===== src/rtl/pipeline_ctrl_pkg.sv =====
`default_nettype none
// ============================================================================
//  Module      : pipeline_ctrl_pkg
//  Description : Shared types and constants for the pipeline control slice.
//                Holds the stall/flush FSM encoding, the register-file depth
//                and the NOP instruction that flush consumers write into
//                IF/ID.
//  Revision    : 1.0  initial release
// ============================================================================
package pipeline_ctrl_pkg;

   typedef enum logic [1:0] {
      ST_RUN   = 2'd0,
      ST_STALL = 2'd1,
      ST_FLUSH = 2'd2
   } state_t;

   localparam int          REGFILE_LOG2_DEEP = 5;
   localparam logic [31:0] NOP_INSTR         = 32'h0000_0013;   // addi x0,x0,0

endpackage
`default_nettype wire


===== src/rtl/sat_counter.sv =====
`default_nettype none
// ============================================================================
//  Module      : sat_counter
//  Description : Up-counter that stops at MAX_VAL instead of wrapping.
//                clear has priority over inc.
//  Ports       : clk, reset (sync, active-high), inc, clear, count[WIDTH-1:0]
//  Revision    : 1.0  initial release
// ============================================================================
module sat_counter #(
   parameter int               WIDTH   = 8,
   parameter logic [WIDTH-1:0] MAX_VAL = '1
) (
   input  logic             clk,
   input  logic             reset,
   input  logic             inc,
   input  logic             clear,
   output logic [WIDTH-1:0] count
);

   logic [WIDTH-1:0] r_count;

   always_ff @(posedge clk) begin
      if (reset) begin
         r_count <= '0;
      end else if (clear) begin
         r_count <= '0;
      end else if (inc && (r_count != MAX_VAL)) begin
         r_count <= r_count + 1'b1;
      end
   end

   assign count = r_count;

endmodule
`default_nettype wire


===== src/rtl/pipeline_stall_ctrl.sv =====
`default_nettype none
// ============================================================================
//  Module      : pipeline_stall_ctrl
//  Description : Converts the decode RAW hazard and the EX-stage redirect
//                into PC/IF-ID/ID-EX controls. Priority per cycle is
//                freeze > redirect > hazard. Keeps saturating stall and
//                flush event counters plus a sticky stall watchdog.
//  Ports       : clk, reset            clock, sync active-high reset
//                hazard_i              decode RAW hazard (level)
//                redirect_i            EX taken branch/JAL/JALR (pulse)
//                freeze_i              external front-end halt
//                pc_we_o, ifid_we_o    write enables
//                ifid_flush_o          IF/ID cleared to NOP
//                idex_bubble_o         ID/EX control zeroed
//                stall_cnt_o           saturating hazard-stall cycle count
//                flush_cnt_o           saturating redirect count
//                wdog_err_o            sticky: stall run exceeded MAX_STALL
//  Revision    : 1.0  initial release
// ============================================================================
module pipeline_stall_ctrl
   import pipeline_ctrl_pkg::*;
#(
   parameter int FLUSH_CYCLES = 1,
   parameter int MAX_STALL    = 15,
   parameter int CNT_WIDTH    = 32
) (
   input  logic                 clk,
   input  logic                 reset,
   input  logic                 hazard_i,
   input  logic                 redirect_i,
   input  logic                 freeze_i,
   output logic                 pc_we_o,
   output logic                 ifid_we_o,
   output logic                 ifid_flush_o,
   output logic                 idex_bubble_o,
   output logic [CNT_WIDTH-1:0] stall_cnt_o,
   output logic [CNT_WIDTH-1:0] flush_cnt_o,
   output logic                 wdog_err_o
);

   // Run-length counter must be able to hold MAX_STALL+1.
   localparam int              RL_W          = $clog2(MAX_STALL + 2);
   localparam logic [RL_W-1:0] c_run_max     = RL_W'(MAX_STALL + 1);
   localparam logic [RL_W-1:0] c_wdog_pre    = RL_W'(MAX_STALL);
   localparam logic [1:0]      c_flush_init  = 2'(FLUSH_CYCLES - 1);

   state_t          r_state;
   logic [1:0]      r_fcnt;
   logic            r_pend;
   logic            r_wdog;
   logic [RL_W-1:0] w_run_len;

   logic w_redir;
   logic w_in_flush;
   logic w_take_redir;
   logic w_take_stall;
   logic w_run_clear;

   // A redirect seen while frozen is remembered and serviced later.
   assign w_redir      = redirect_i | r_pend;
   assign w_in_flush   = (r_state == ST_FLUSH);
   assign w_take_redir = !freeze_i & w_redir;
   // Hazards are meaningless in FLUSH: the decode instruction is wrong-path.
   assign w_take_stall = !freeze_i & !w_redir & !w_in_flush & hazard_i;
   assign w_run_clear  = !freeze_i & !w_take_stall;

   // Outputs depend on current inputs so a hazard stalls in its own cycle.
   always_comb begin
      pc_we_o       = 1'b1;
      ifid_we_o     = 1'b1;
      ifid_flush_o  = 1'b0;
      idex_bubble_o = 1'b0;
      if (freeze_i) begin
         pc_we_o   = 1'b0;
         ifid_we_o = 1'b0;
      end else if (w_redir || w_in_flush) begin
         ifid_flush_o  = 1'b1;
         idex_bubble_o = 1'b1;
      end else if (hazard_i) begin
         pc_we_o       = 1'b0;
         ifid_we_o     = 1'b0;
         idex_bubble_o = 1'b1;
      end
   end

   always_ff @(posedge clk) begin
      if (reset) begin
         r_state <= ST_RUN;
         r_fcnt  <= 2'd0;
         r_pend  <= 1'b0;
         r_wdog  <= 1'b0;
      end else begin
         if (freeze_i) begin
            if (redirect_i) begin
               r_pend <= 1'b1;
            end
         end else if (w_redir) begin
            r_pend  <= 1'b0;
            r_fcnt  <= c_flush_init;
            r_state <= (FLUSH_CYCLES > 1) ? ST_FLUSH : ST_RUN;
         end else if (w_in_flush) begin
            r_fcnt <= r_fcnt - 2'd1;
            if (r_fcnt <= 2'd1) begin
               r_state <= ST_RUN;
            end
         end else if (hazard_i) begin
            r_state <= ST_STALL;
         end else begin
            r_state <= ST_RUN;
         end

         // Set on the same edge the run-length counter reaches MAX_STALL+1.
         if (w_take_stall && (w_run_len == c_wdog_pre)) begin
            r_wdog <= 1'b1;
         end
      end
   end

   assign wdog_err_o = r_wdog;

   sat_counter #(
      .WIDTH   (CNT_WIDTH)
   ) u_stall_cnt (
      .clk     (clk),
      .reset   (reset),
      .inc     (w_take_stall),
      .clear   (1'b0),
      .count   (stall_cnt_o)
   );

   sat_counter #(
      .WIDTH   (CNT_WIDTH)
   ) u_flush_cnt (
      .clk     (clk),
      .reset   (reset),
      .inc     (w_take_redir),
      .clear   (1'b0),
      .count   (flush_cnt_o)
   );

   sat_counter #(
      .WIDTH   (RL_W),
      .MAX_VAL (c_run_max)
   ) u_run_len (
      .clk     (clk),
      .reset   (reset),
      .inc     (w_take_stall),
      .clear   (w_run_clear),
      .count   (w_run_len)
   );

endmodule
`default_nettype wire


===== config.mk =====
export PLATFORM = sky130hd
export DESIGN_NAME = pipeline_stall_ctrl
export DESIGN_NICKNAME = d
export VERILOG_FILES = /design/src/rtl/pipeline_ctrl_pkg.sv /design/src/rtl/sat_counter.sv /design/src/rtl/pipeline_stall_ctrl.sv
export SDC_FILE = /design/constraint.sdc
export NUM_CORES = 1
export LEC_CHECK = 0
export ABC_AREA = 1
export CAP_MARGIN = 20
export CORE_AREA = 2 2 93 95
export DETAILED_ROUTE_END_ITERATION = 16
export DIE_AREA = 0 0 95 97
export PLACE_DENSITY = 0.81
export SLEW_MARGIN = 20
export SYNTH_ARGS = -nofsm -noshare
export SYNTH_HDL_FRONTEND = slang
export SYNTH_SLANG_ARGS = --single-unit

===== constraint.sdc =====
create_clock -name clk -period 1.7 [get_ports clk]
set_input_delay 0.51 -clock clk [delete_from_list [all_inputs] [get_ports clk]]
set_output_delay 0.51 -clock clk [all_outputs]
set_load 0.01 [all_outputs]

Yosys cells after proc, flatten, opt, wreduce, memory -nomap -nowiden --
Cells that the tools add are included.
Word-level totals: flip-flop bits (word level) 75, input bits 5, output and inout bits 69, logic and storage cells 58
Cells by class: $add $sub $neg 4, magnitude comparators 1, equal/unequal tests 7, muxes and demuxes 17, bitwise logic cells 7, reductions and logical operators 15
Operator list (count):
- adder 32 x 1 -> 32 bit (second input constant) | 2
- inequality test 32 bit (second input constant) | 2
- two-way mux 1 bit | 12
- two-way mux 2 bit | 5
- AND reduction 2 bit | 3
- adder 5 x 1 -> 5 bit (second input constant) | 1
- AND 1 bit | 5
- == test 5 x 4 -> 1 bit (second input constant) | 1
- inequality test 5 bit (second input constant) | 1
- logical AND 1 bit | 4
- logical NOT 1 bit | 4
- nonzero test 2 bit | 2
- inequality test 3 x 2 -> 1 bit (second input constant) | 1
- == test 2 bit (second input constant) | 1
- <= comparator 2 x 1 -> 1 bit (second input constant) | 1
- inequality test 2 bit (second input constant) | 1
- OR reduction 2 bit | 1
- subtractor 2 x 1 -> 2 bit (second input constant) | 1
- logical OR 1 bit | 1
- inverter 1 bit | 1
- OR 1 bit | 1

Logic depth before layout (Yosys ltp) --
depth after elaboration 8, gate-level depth with buffers 11, mapped depth without buffers 10

Hierarchy --
A second synthesis with hierarchy kept.
Second synthesis, totals: cell total of the unflattened synthesis 715, area total of the unflattened synthesis 4615.7 um^2
Modules (own cells, without submodules):
- sat_counter (u_flush_cnt ...) | times used 2, cells each 325, area each 2095.8 um^2, sequential area each 640.6 um^2
- sat_counter (u_run_len) | times used 1, cells each 42, area each 280.3 um^2, sequential area each 100.1 um^2
- pipeline_stall_ctrl | times used 1, cells each 23, area each 143.9 um^2, sequential area each 40.0 um^2

Worst setup path after synthesis --
Ideal clock, no wire load.
path kind reg-to-reg, start register u_stall_cnt.r_count[0] (netlist: u_stall_cnt.count[0]), end register u_stall_cnt.r_count[19] (netlist: u_stall_cnt.count[19]), setup time 115 ps, arrival time 1540 ps, required time 1585 ps, slack 45 ps, stages on the path, launching flop included 10, path buffers 1, clock period less this slack 1655 ps, path through dfxtp_1 -> ha_1 -> inv_1 -> nor2_4 -> nand2_2 -> nor2_4 -> nand3_4 -> buf_4 -> a21oi_1 -> nor2_1
Between the ends: longest elaborated chain between the ends 2, elaborated cells on any way between the ends 3, classes of those cells add/sub (1); eq/ne (1); reduce/logical (1)
Ends and longest elaborated chain:
- start, declared | RTL line sat_counter.sv:20 | logic [WIDTH-1:0] r_count;
- start signal, assigned | RTL line sat_counter.sv:28 | r_count <= r_count + 1'b1;
- branches (longest 2 deep; another with adder 32 x 1 -> 32 bit)
Several ways; the timed one is not identified. A chain may end at the register's enable or synchronous reset.

Worst setup path in the final report --
start register r_pend, end output idex_bubble_o
Between the ends: longest elaborated chain between the ends 4
Ends and longest elaborated chain:
- start, declared | RTL line pipeline_stall_ctrl.sv:49 | logic r_pend;
- start signal, assigned | RTL line pipeline_stall_ctrl.sv:90 | r_pend <= 1'b0;
- start signal, assigned | RTL line pipeline_stall_ctrl.sv:95 | r_pend <= 1'b1;
- start signal, assigned | RTL line pipeline_stall_ctrl.sv:98 | r_pend <= 1'b0;
- OR 1 bit | RTL line pipeline_stall_ctrl.sv:60 | assign w_redir = redirect_i | r_pend;
- logical OR 1 bit | RTL line pipeline_stall_ctrl.sv:76 | end else if (w_redir || w_in_flush) begin
- two-way mux 1 bit | RTL line pipeline_stall_ctrl.sv:76
- two-way mux 1 bit | RTL line pipeline_stall_ctrl.sv:73 | if (freeze_i) begin
- end, declared | RTL line pipeline_stall_ctrl.sv:35 | output logic idex_bubble_o,
No other way between the ends.

==> results.txt <==
# clock sinks -> 71
# rows -> 33
GP Congestion -> 0.948
initial antenna violation count -> 0
worst-case vdd ir drop -> 0.000400 V
DR WL/cell -> 15.0 um
Clock Latency Late Sink -> 0.35 ns
R2R Path Start -> u_stall_cnt.count[25]
DR DRC count -> 0
fin nets -> 848
share of cells above drive strength 1 -> 23.6%
Hold Path Class -> register to register
die height -> 97 um
CTS H-tree depth -> 3
Hold Vio Cnt, Final -> 0
Final min period -> 1.68 ns
grt total ovfl -> 0
synthesized area per cell -> 6.07 um^2
count of non-filler cells in the finished layout -> 948
Max Fclk -> 597 MHz
overall power -> 3.66 mW
crit-path most repeated cell -> nand2_2
WHS Endpoint -> wdog_err_o
CTS Hold Buffers Added -> 0
Layout area overhead -> 38.8%
Num CTS Buffers -> 9
Final ANT Viol Nets -> 0
critical path arrival -> 1.17 ns
synthesized area -> 0.00436 mm^2
CP startpoint kind -> register
Max clock buf depth -> 2
Pre-antenna DRT Iters -> 6
Mapped Nets -> 728
diodes inserted -> 0
crit share post-route -> 98.5%
Starting Density -> 53.6%
Pleak -> 2.77 nW
count of state elements after synthesis -> 71
Worst R2R Setup Slack -> 0.05 ns
Min-Delay Path Depth -> 2
HPWL after detailed placement -> 9850 um
Setup CP Type -> register to output pin
Setup crit end kind -> output pin
die area -> 0.00922 mm^2
Final Routed Wirelength -> 14,200 um
vias in the first global route -> 4,869
drt initial violations -> 348
slowest cell delay on critical path -> 0.33 ns
placeable core area -> 0.00813 mm^2
post-route clock skew -> 0.0105 ns
via count -> 5,244
library cells used by synthesis -> 29
fillers -> 660
final non-filler cell area -> 0.00605 mm^2
outcome -> completed
# setup viols final -> 0
Syn Inst Count -> 718
placed instance count -> 923
Worst R2R Path Depth -> 8
clk slew on worst S/H paths -> 0.09 ns
critical path's slowest cell -> dfxtp_2
Least-Margin Pin Slew -> 0.348 ns
register area share after synthesis -> 32.6%
first-pass GRT wire length -> 22,600 um
# IOs -> 74
Critical Path RT -> 1.19 ns
Tot GR Track Use -> 30.2%
worst-path cell chain -> inv_1 -> nand2_2 -> buf_4 -> nand2_4 -> nand2_2 -> buf_6
Port Buf Inserts -> 73
RSZ-0062 raised after global routing -> yes
CTS tree -> done
Max-slew headroom -> 76.7%
delay-heaviest family, CP -> flip-flops
warning count from the yosys run -> 0
hold path startpoint -> wdog_err_o
Pwr per Cell Area -> 605 mW/mm^2
pin count of the biggest net entering global routing -> 46
Placed Area -> 0.00547 mm^2
max-cap violation count -> 0
via/cell ratio -> 5.53
WP buf/inv -> 3
Reg2Reg Capture Point -> u_stall_cnt.count[3]
Slew Limit Fails -> 0
clock root cell -> clkbuf_8
Max FO, Critical Path -> 2
Setup TNS Final -> 0 ns
Die Wd -> 95 um
[layer usage]
metal | up-vias | GRT usage, % | wire (um) | share of wire, %
li1 | 2535 | - | - | -
met1 | 2409 | 40.3 | 6040 | 43
met2 | 263 | 50.0 | 6680 | 47
met3 | 37 | 4.44 | 1140 | 8.0
met4 | 0 | 9.03 | 341 | 2.4
met5 | - | 0 | 0 | 0
[sequential cells by signal, summed over array words and instances, names as in the netlist]
signal / cells
r_pend: 1
u_flush_cnt.count: 32
u_run_len.count: 5
u_stall_cnt.count: 32
wdog_err_o: 1
[tightest hold or removal path: stages, from the launching register on]
cell and delay [ns]:
dfxtp_1 0.32, inv_1 0.05, a21oi_1 0.06
[kinds of logic after synthesis]
| group | Yosys count | share of synthesized area [%] |
|---|---|---|
| flip-flops | 71 | 32.6 |
| AND/OR/NAND/NOR | 487 | 48.8 |
| XOR/XNOR | 3 | 0.603 |
| buffers and inverters | 89 | 9.12 |
| AO/OA/AOI/OAI | 63 | 7.43 |
| adder cells (fa/ha/maj) | 5 | 1.43 |
[what timing repair did]
action	CTS	global route
gates resized for setup	150	62
setup endpoints to repair	132	68
pin swaps	6	15
gates cloned	1	6
setup buffers	0	2
[worst max-delay path by stage]
stage / start / to / slack [ns] / cells after the start
floorplan: u_stall_cnt.count[0] / u_stall_cnt.count[19] / 0.04 / 9
global route: u_stall_cnt.count[15] / u_stall_cnt.count[20] / -0.06 / 8
global placement: freeze_i / ifid_we_o / -0.88 / 6
finish: r_pend / idex_bubble_o / 0.02 / 6
detailed placement: freeze_i / ifid_we_o / -0.89 / 6
CTS: r_pend / ifid_we_o / 0.007 / 5
[area by class of cell]
| class | count | area (um^2) | share of cell area (%) |
|---|---|---|---|
| Multi-Input combinational cell | 562 | 2820 | 46.6 |
| Sequential cell | 71 | 1490 | 24.6 |
| Timing Repair Buffer | 123 | 1090 | 18.0 |
| Inverter | 71 | 269 | 4.44 |
| Clock buffer | 10 | 138 | 2.27 |
| Tap cell | 105 | 131 | 2.17 |
| Clock inverter | 6 | 115 | 1.90 |
[cell usage after synthesis]
master    count  area share [%]
nor2_2       10             1.4
and3_1        1            0.14
buf_2         6            0.69
nand4_1      16             2.3
a21oi_1      49             5.6
inv_2         2            0.17
nand3_4       2            0.80
ha_1          5             1.4
nand3b_1      5            0.86
dfxtp_1      71              33
buf_6         5             1.3
xor2_1        2            0.40
nand3_1      71             8.1
inv_1        69             5.9
and2_1        1            0.14
clkbuf_1      2            0.17
xnor2_1       1            0.20
nand3_2       1            0.23
nor2_1      168              14
nand2_2       6            0.86
nand2_1     187              16
nor2_4        5             1.3
nor3_2        1            0.23
o21a_1        1            0.17
buf_4         5            0.86
o21ai_0       8            0.92
a31oi_1       5            0.72
nor3_1       12             1.4
nand3b_4      1            0.46
[layout by cell type (no fill, tap or decap), drive strengths merged, types with 5 or more instances in the layout]
master       instances
nand4               16
a31oi                5
dlygate4sd2         65
nor3                13
a21oi               49
nand3               75
dfxtp               71
inv                 72
nand2              193
nor2               183
o21ai                8
clkbuf              12
buf                 54
nand3b               9
ha                   5
[power by group]
| group | switching, mW | total (mW) | internal (mW) |
|---|---|---|---|
| registers | 0.00830 | 1.68 | 1.67 |
| logic | 0.136 | 0.235 | 0.0990 |
| clock network | 0.726 | 1.75 | 1.02 |
[per-stage QoR]
stage	util (%)	hold slack [ns]	setup WS, ns
6_report	74.4	0.481	0.0247
3_5_place_dp	67.2	0.471	-0.889
4_1_cts	70.5	0.485	0.00700
2_1_floorplan	-	0.463	0.0448
3_3_place_gp	67.2	0.449	-0.884
5_1_grt	74.4	0.504	-0.0649
(Power assumes the default switching activity.)
